**src/rtl/aes_sequencer.sv**
```systemverilog
// Sequences one AES-128 core: key expansion, delayed start, ciphertext capture,
// scope trigger and hung-core timeout, with sticky error reporting.
module aes_sequencer #(
  parameter int unsigned GO_DELAY = 255,
  parameter int unsigned TIMEOUT  = 1024
) (
  input  logic         clk,
  input  logic         rst,
  input  logic         load_key,
  input  logic [127:0] key,
  input  logic         load_pt,
  input  logic [127:0] pt,
  input  logic         do_enc,
  output logic [127:0] core_key,
  output logic         core_key_load,
  input  logic         core_key_ready,
  output logic [127:0] core_pt,
  output logic         core_start,
  input  logic [127:0] core_ct,
  input  logic         core_done,
  output logic [127:0] ct,
  output logic         ct_ready,
  output logic         trigger,
  output logic         busy,
  output logic         key_valid,
  output logic [1:0]   err,
  output logic [2:0]   dbg_state
);

  typedef enum logic [2:0] {
    IDLE   = 3'd0,
    KEYEXP = 3'd1,
    ARMED  = 3'd2,
    RUN    = 3'd3,
    DONE   = 3'd4
  } state_t;

  localparam logic [15:0] GO_LOAD  = 16'(GO_DELAY - 1);
  localparam logic [15:0] TMO_LAST = 16'(TIMEOUT - 1);

  state_t        state_q;
  logic [127:0]  key_q, pt_q, ct_q;
  logic          key_load_q, start_q, key_valid_q;
  logic [1:0]    err_q;
  logic [15:0]   cnt_q, tmo_q;
  logic          key_accept;

  // A new key is accepted whenever the core is not mid-encryption.
  assign key_accept = load_key && (state_q == IDLE || state_q == KEYEXP || state_q == ARMED);

  always_ff @(posedge clk) begin
    if (rst) begin
      state_q     <= IDLE;
      key_q       <= '0;
      pt_q        <= '0;
      ct_q        <= '0;
      key_load_q  <= 1'b0;
      start_q     <= 1'b0;
      key_valid_q <= 1'b0;
      err_q       <= '0;
      cnt_q       <= '0;
      tmo_q       <= '0;
    end else begin
      key_load_q <= 1'b0;
      start_q    <= 1'b0;
      if (key_accept) begin
        // A plaintext arriving alongside the key is dropped and flagged.
        key_q       <= key;
        key_valid_q <= 1'b0;
        err_q       <= {load_pt, 1'b0};
        key_load_q  <= 1'b1;
        tmo_q       <= '0;
        state_q     <= KEYEXP;
      end else begin
        case (state_q)
          IDLE: begin
            if (load_pt) begin
              if (key_valid_q) begin
                pt_q <= pt;
                if (GO_DELAY <= 1) begin
                  start_q <= 1'b1;
                  tmo_q   <= '0;
                  state_q <= RUN;
                end else begin
                  cnt_q   <= GO_LOAD;
                  state_q <= ARMED;
                end
              end else begin
                err_q[1] <= 1'b1;
              end
            end
          end
          KEYEXP: begin
            if (load_pt) err_q[1] <= 1'b1;
            if (core_key_ready) begin
              key_valid_q <= 1'b1;
              state_q     <= IDLE;
            end else if (tmo_q >= TMO_LAST) begin
              err_q[0] <= 1'b1;
              state_q  <= IDLE;
            end else if (tmo_q != 16'hFFFF) begin
              tmo_q <= tmo_q + 16'd1;
            end
          end
          ARMED: begin
            // Leaving on count 1 lands core_start exactly GO_DELAY cycles after load_pt.
            if (load_pt) begin
              pt_q  <= pt;
              cnt_q <= GO_LOAD;
            end else if (do_enc || cnt_q <= 16'd1) begin
              start_q <= 1'b1;
              tmo_q   <= '0;
              state_q <= RUN;
            end else begin
              cnt_q <= cnt_q - 16'd1;
            end
          end
          RUN: begin
            if (load_key || load_pt) err_q[1] <= 1'b1;
            if (core_done) begin
              ct_q    <= core_ct;
              state_q <= DONE;
            end else if (tmo_q >= TMO_LAST) begin
              err_q[0] <= 1'b1;
              state_q  <= IDLE;
            end else if (tmo_q != 16'hFFFF) begin
              tmo_q <= tmo_q + 16'd1;
            end
          end
          DONE: begin
            if (load_key || load_pt) err_q[1] <= 1'b1;
            state_q <= IDLE;
          end
          default: state_q <= IDLE;
        endcase
      end
    end
  end

  assign core_key      = key_q;
  assign core_key_load = key_load_q;
  assign core_pt       = pt_q;
  assign core_start    = start_q;
  assign ct            = ct_q;
  assign ct_ready      = (state_q == DONE);
  assign trigger       = (state_q == RUN);
  assign busy          = (state_q != IDLE);
  assign key_valid     = key_valid_q;
  assign err           = err_q;
  assign dbg_state     = state_q;

endmodule
```
**config.mk**
```make
export PLATFORM = sky130hd
export DESIGN_NAME = aes_sequencer
export DESIGN_NICKNAME = d
export VERILOG_FILES = /design/src/rtl/aes_sequencer.sv
export SDC_FILE = /design/constraint.sdc
export NUM_CORES = 1
export LEC_CHECK = 0
export BUFFER_PORTS_ARGS = -buffer_cell sky130_fd_sc_hd__buf_2
export CAP_MARGIN = 10
export CORE_AREA = 5 5 301 303
export CTS_CLUSTER_DIAMETER = 200
export DETAILED_ROUTE_END_ITERATION = 10
export DIE_AREA = 0 0 306 308
export PLACE_DENSITY = 0.47
export SKIP_LAST_GASP = 1
export SLEW_MARGIN = 30
export SYNTH_ARGS = -nofsm -noshare
export SYNTH_HDL_FRONTEND = slang
export SYNTH_SLANG_ARGS = --single-unit
```
**constraint.sdc**
```tcl
create_clock -name clk -period 5.3 [get_ports clk]
set_input_delay 0.53 -clock clk [delete_from_list [all_inputs] [get_ports clk]]
set_output_delay 0.53 -clock clk [all_outputs]
set_load 0.03 [all_outputs]
```
==> impl_metrics.ini <==
[synth]
synth_top_family_by_area = simple AND/OR/NAND/NOR gates
synth_area_per_cell_sq_um = 7.91
yosys_warnings = 0
synth_edf_count = 0
synth_cell_type_count = 51
syn-num-nets = 2307
synth.area.top_cells = dfxtp_1, nand2_1, a21oi_1
syn_area_sq_mm = 0.0151
post-synth-top-area-fraction = 0.561
yosysTopAreaCell = dfxtp_1
ys.flop_type = dfxtp_1
netlist_instances = 1913
synth-seq-area-share = 0.561
synth_adder_area_share = 0.00248
postSynth.asyncResetShare = 0
synth_xor_area_frac = 0
synth_seq_cells = 424
synth_compound_area_frac = 0.162
synth-simple-area-share = 0.235
muxShareOfSynthArea = 0.00132

[cells_and_area]
num-nets-final = 3016
layout-drive-gt1-share = 0.337
syn_to_final_growth_pct = 44.9
num-fill-cells = 9774
final_util = 0.250

[sta]
slew_viol_final = 0
timing.fmax_mhz = 365
hold_viol = 0
layout_setup_ws_ns = 2.56
tightestPinTransition_ns = 1.10
rsz0062_at_grt = no
fin_crit_sh = 0.517
relSlewSlack = 0.269
clock_skew_ns = 0.0254
tns_ns = 0
finalSetupViolCount = 0
min_period_ns = 2.74

[routing]
vias = 15400
wl_per_cell_microns = 16.8
route.detailed.drc = 0
viasPerCell = 4.02
wl_microns = 64400
drt-initial-drc-count = 943
ant_nets = 0
drt_first_pass_iters = 5

[grt]
gr-usage-met3 = 0.0416
grt.total_usage = 0.125
grt-ovfl-total = 0
grt_pass1_wl_microns = 93200
antenna_found_initial = 10
first_global_vias = 14800
grtUsageMet2 = 0.215
grtUsageMet1 = 0.147
grt_max_degree = 171
grt_busiest_layer = met2

[power]
power_density_mw_per_mm2 = 341
ir_drop_v = 0.000203
power_mw = 7.47
leakagePower_nw = 9.59

[die]
dieArea_sq_mm = 0.0942
die_height_microns = 308
num_io_pins = 786
die_w_microns = 306
core_sq_mm = 0.0877
start_util = 0.173
rows = 109

[clocking]
numCtsBuffers = 50
post_cts_buffers = 0
cts_tree = yes
cts_root_buffer = clkbuf_16
clock-sinks = 424
holdBufCountCts = 0
clockBufferDepth = 3
postCtsResizedCells = 0
path_clk_slew_ns = 0.06
clkLatencyLatePin_ns = 0.58
htree_levels = 2

[critical_path]
end_kind = flip-flop
critical_path_class = flip-flop to flip-flop
worstPathRequired_ns = 5.79
critPathArrivalTime_ns = 3.23
cp-start-kind = flip-flop
cp_max_fo = 64

[placed_design]
gp_congestion = 0.867
numPortBuffers = 785
dp_slack_ns = 2.50
hpwl_microns = 47000

[hold_path]
hp-class = primary input to flip-flop

[job]
drv_cap = 0

[run_status]
status = complete, no violations
-- layout make-up --
type                    count  area [sq um]  area share
inverters                   9          33.8     0.00154
well taps                1165          1460      0.0665
clock buffers              76          1540      0.0702
multi-input cells        1341          6100       0.278
flip-flops and latches    424          8490       0.387
repair buffers            796          4100       0.187
diodes                      4          10.0    0.000457
clock inverters            17           199     0.00907
-- sequential cells by signal, indices dropped and copies added, names as in the netlist --
register and count:
err 2, tmo_q 16, key_valid 1, dbg_state 3
core_start 1, core_pt 128, cnt_q 16, ct 128
core_key 128, core_key_load 1
-- cells by family (layout without fill, tap and decap cells) --
logic type	count (synthesis)	count (layout)
compound gates	454	454
fa+ha+maj	3	3
buf+inv	148	898
flops	424	424
mux	2	2
other cells	0	4
simple gates	882	882
-- power breakdown --
group | internal [mW] | switching, mW
registers | 3.25 | 0.0357
clock network | 2.19 | 1.42
logic | 0.200 | 0.370
total | 5.64 | 1.82
-- synth_stat cells, types with 7 or more instances --
cell and n:
o2111ai_1 7, a31oi_1 8, a21oi_1 398, nand3_1 9, buf_1 7, or4_1 9
and2_1 9, nand4_1 9, or3_1 7, o21ai_0 7, nor2_1 16, nand2_1 788
clkbuf_1 125, a2111o_1 7, dfxtp_1 424, inv_1 9
-- metrics by stage --
stage | area (sq um) | hold WS, ns | std cells
after floorplan | 15100 | 0.430 | 1913
after global placement | 20200 | 0.439 | 3735
after detailed placement | 20200 | 0.443 | 3735
after CTS | 21900 | 0.121 | 3828
after global routing | 21900 | 0.138 | 3832
final | 21900 | 0.183 | 3832
-- routing by layer --
metal  up-vias  routed length, microns
li1       7727                       -
met2       557                   31100
met3        99                    5310
met4         6                    1990
met1      7015                   25900
met5         -                      41
-- placed cells by master, fill, tap and decap left out, drive strengths merged, types with 2 or more instances in the layout --
| cell | netlist | final |
|---|---|---|
| a2111o | 7 | 7 |
| a2111oi | 2 | 2 |
| a211oi | 2 | 2 |
| a21o | 3 | 3 |
| a21oi | 399 | 399 |
| a31o | 2 | 2 |
| a31oi | 8 | 8 |
| and2 | 9 | 9 |
| and3 | 4 | 4 |
| and4 | 3 | 3 |
| buf | 14 | 796 |
| bufinv | 0 | 4 |
| clkbuf | 125 | 76 |
| clkinv | 0 | 10 |
| dfxtp | 424 | 424 |
| diode | 0 | 4 |
| ha | 3 | 3 |
| inv | 9 | 11 |
| mux2i | 2 | 2 |
| nand2 | 789 | 789 |
| nand2b | 3 | 3 |
| nand3 | 9 | 9 |
| nand4 | 9 | 9 |
| nand4b | 3 | 3 |
| nor2 | 16 | 16 |
| nor3 | 7 | 7 |
| nor3b | 2 | 2 |
| nor4 | 4 | 4 |
| o2111ai | 7 | 7 |
| o211ai | 4 | 4 |
| o21a | 2 | 2 |
| o21ai | 8 | 8 |
| o31ai | 5 | 5 |
| or2 | 4 | 4 |
| or3 | 7 | 7 |
| or4 | 9 | 9 |
-- critical path: stages (launching register included) --
cell,delay (ns)
dfxtp_1,0.59
nor2b_1,0.18
and2_1,0.24
nand2_4,0.60
buf_4,0.68
nand2_1,0.13
a21oi_1,0.16
-- final timing paths --
kind              cells after the start      endpoint  slack (ns)          from
setup / recovery                      6        ct[18]        2.56  dbg_state[2]
hold / removal                        3        ct[12]        0.18   core_ct[12]
setup reg to reg                      6        ct[18]        2.56  dbg_state[2]
hold reg to reg                       2  core_pt[127]        0.45  core_pt[127]
(Power assumes the default switching activity.)
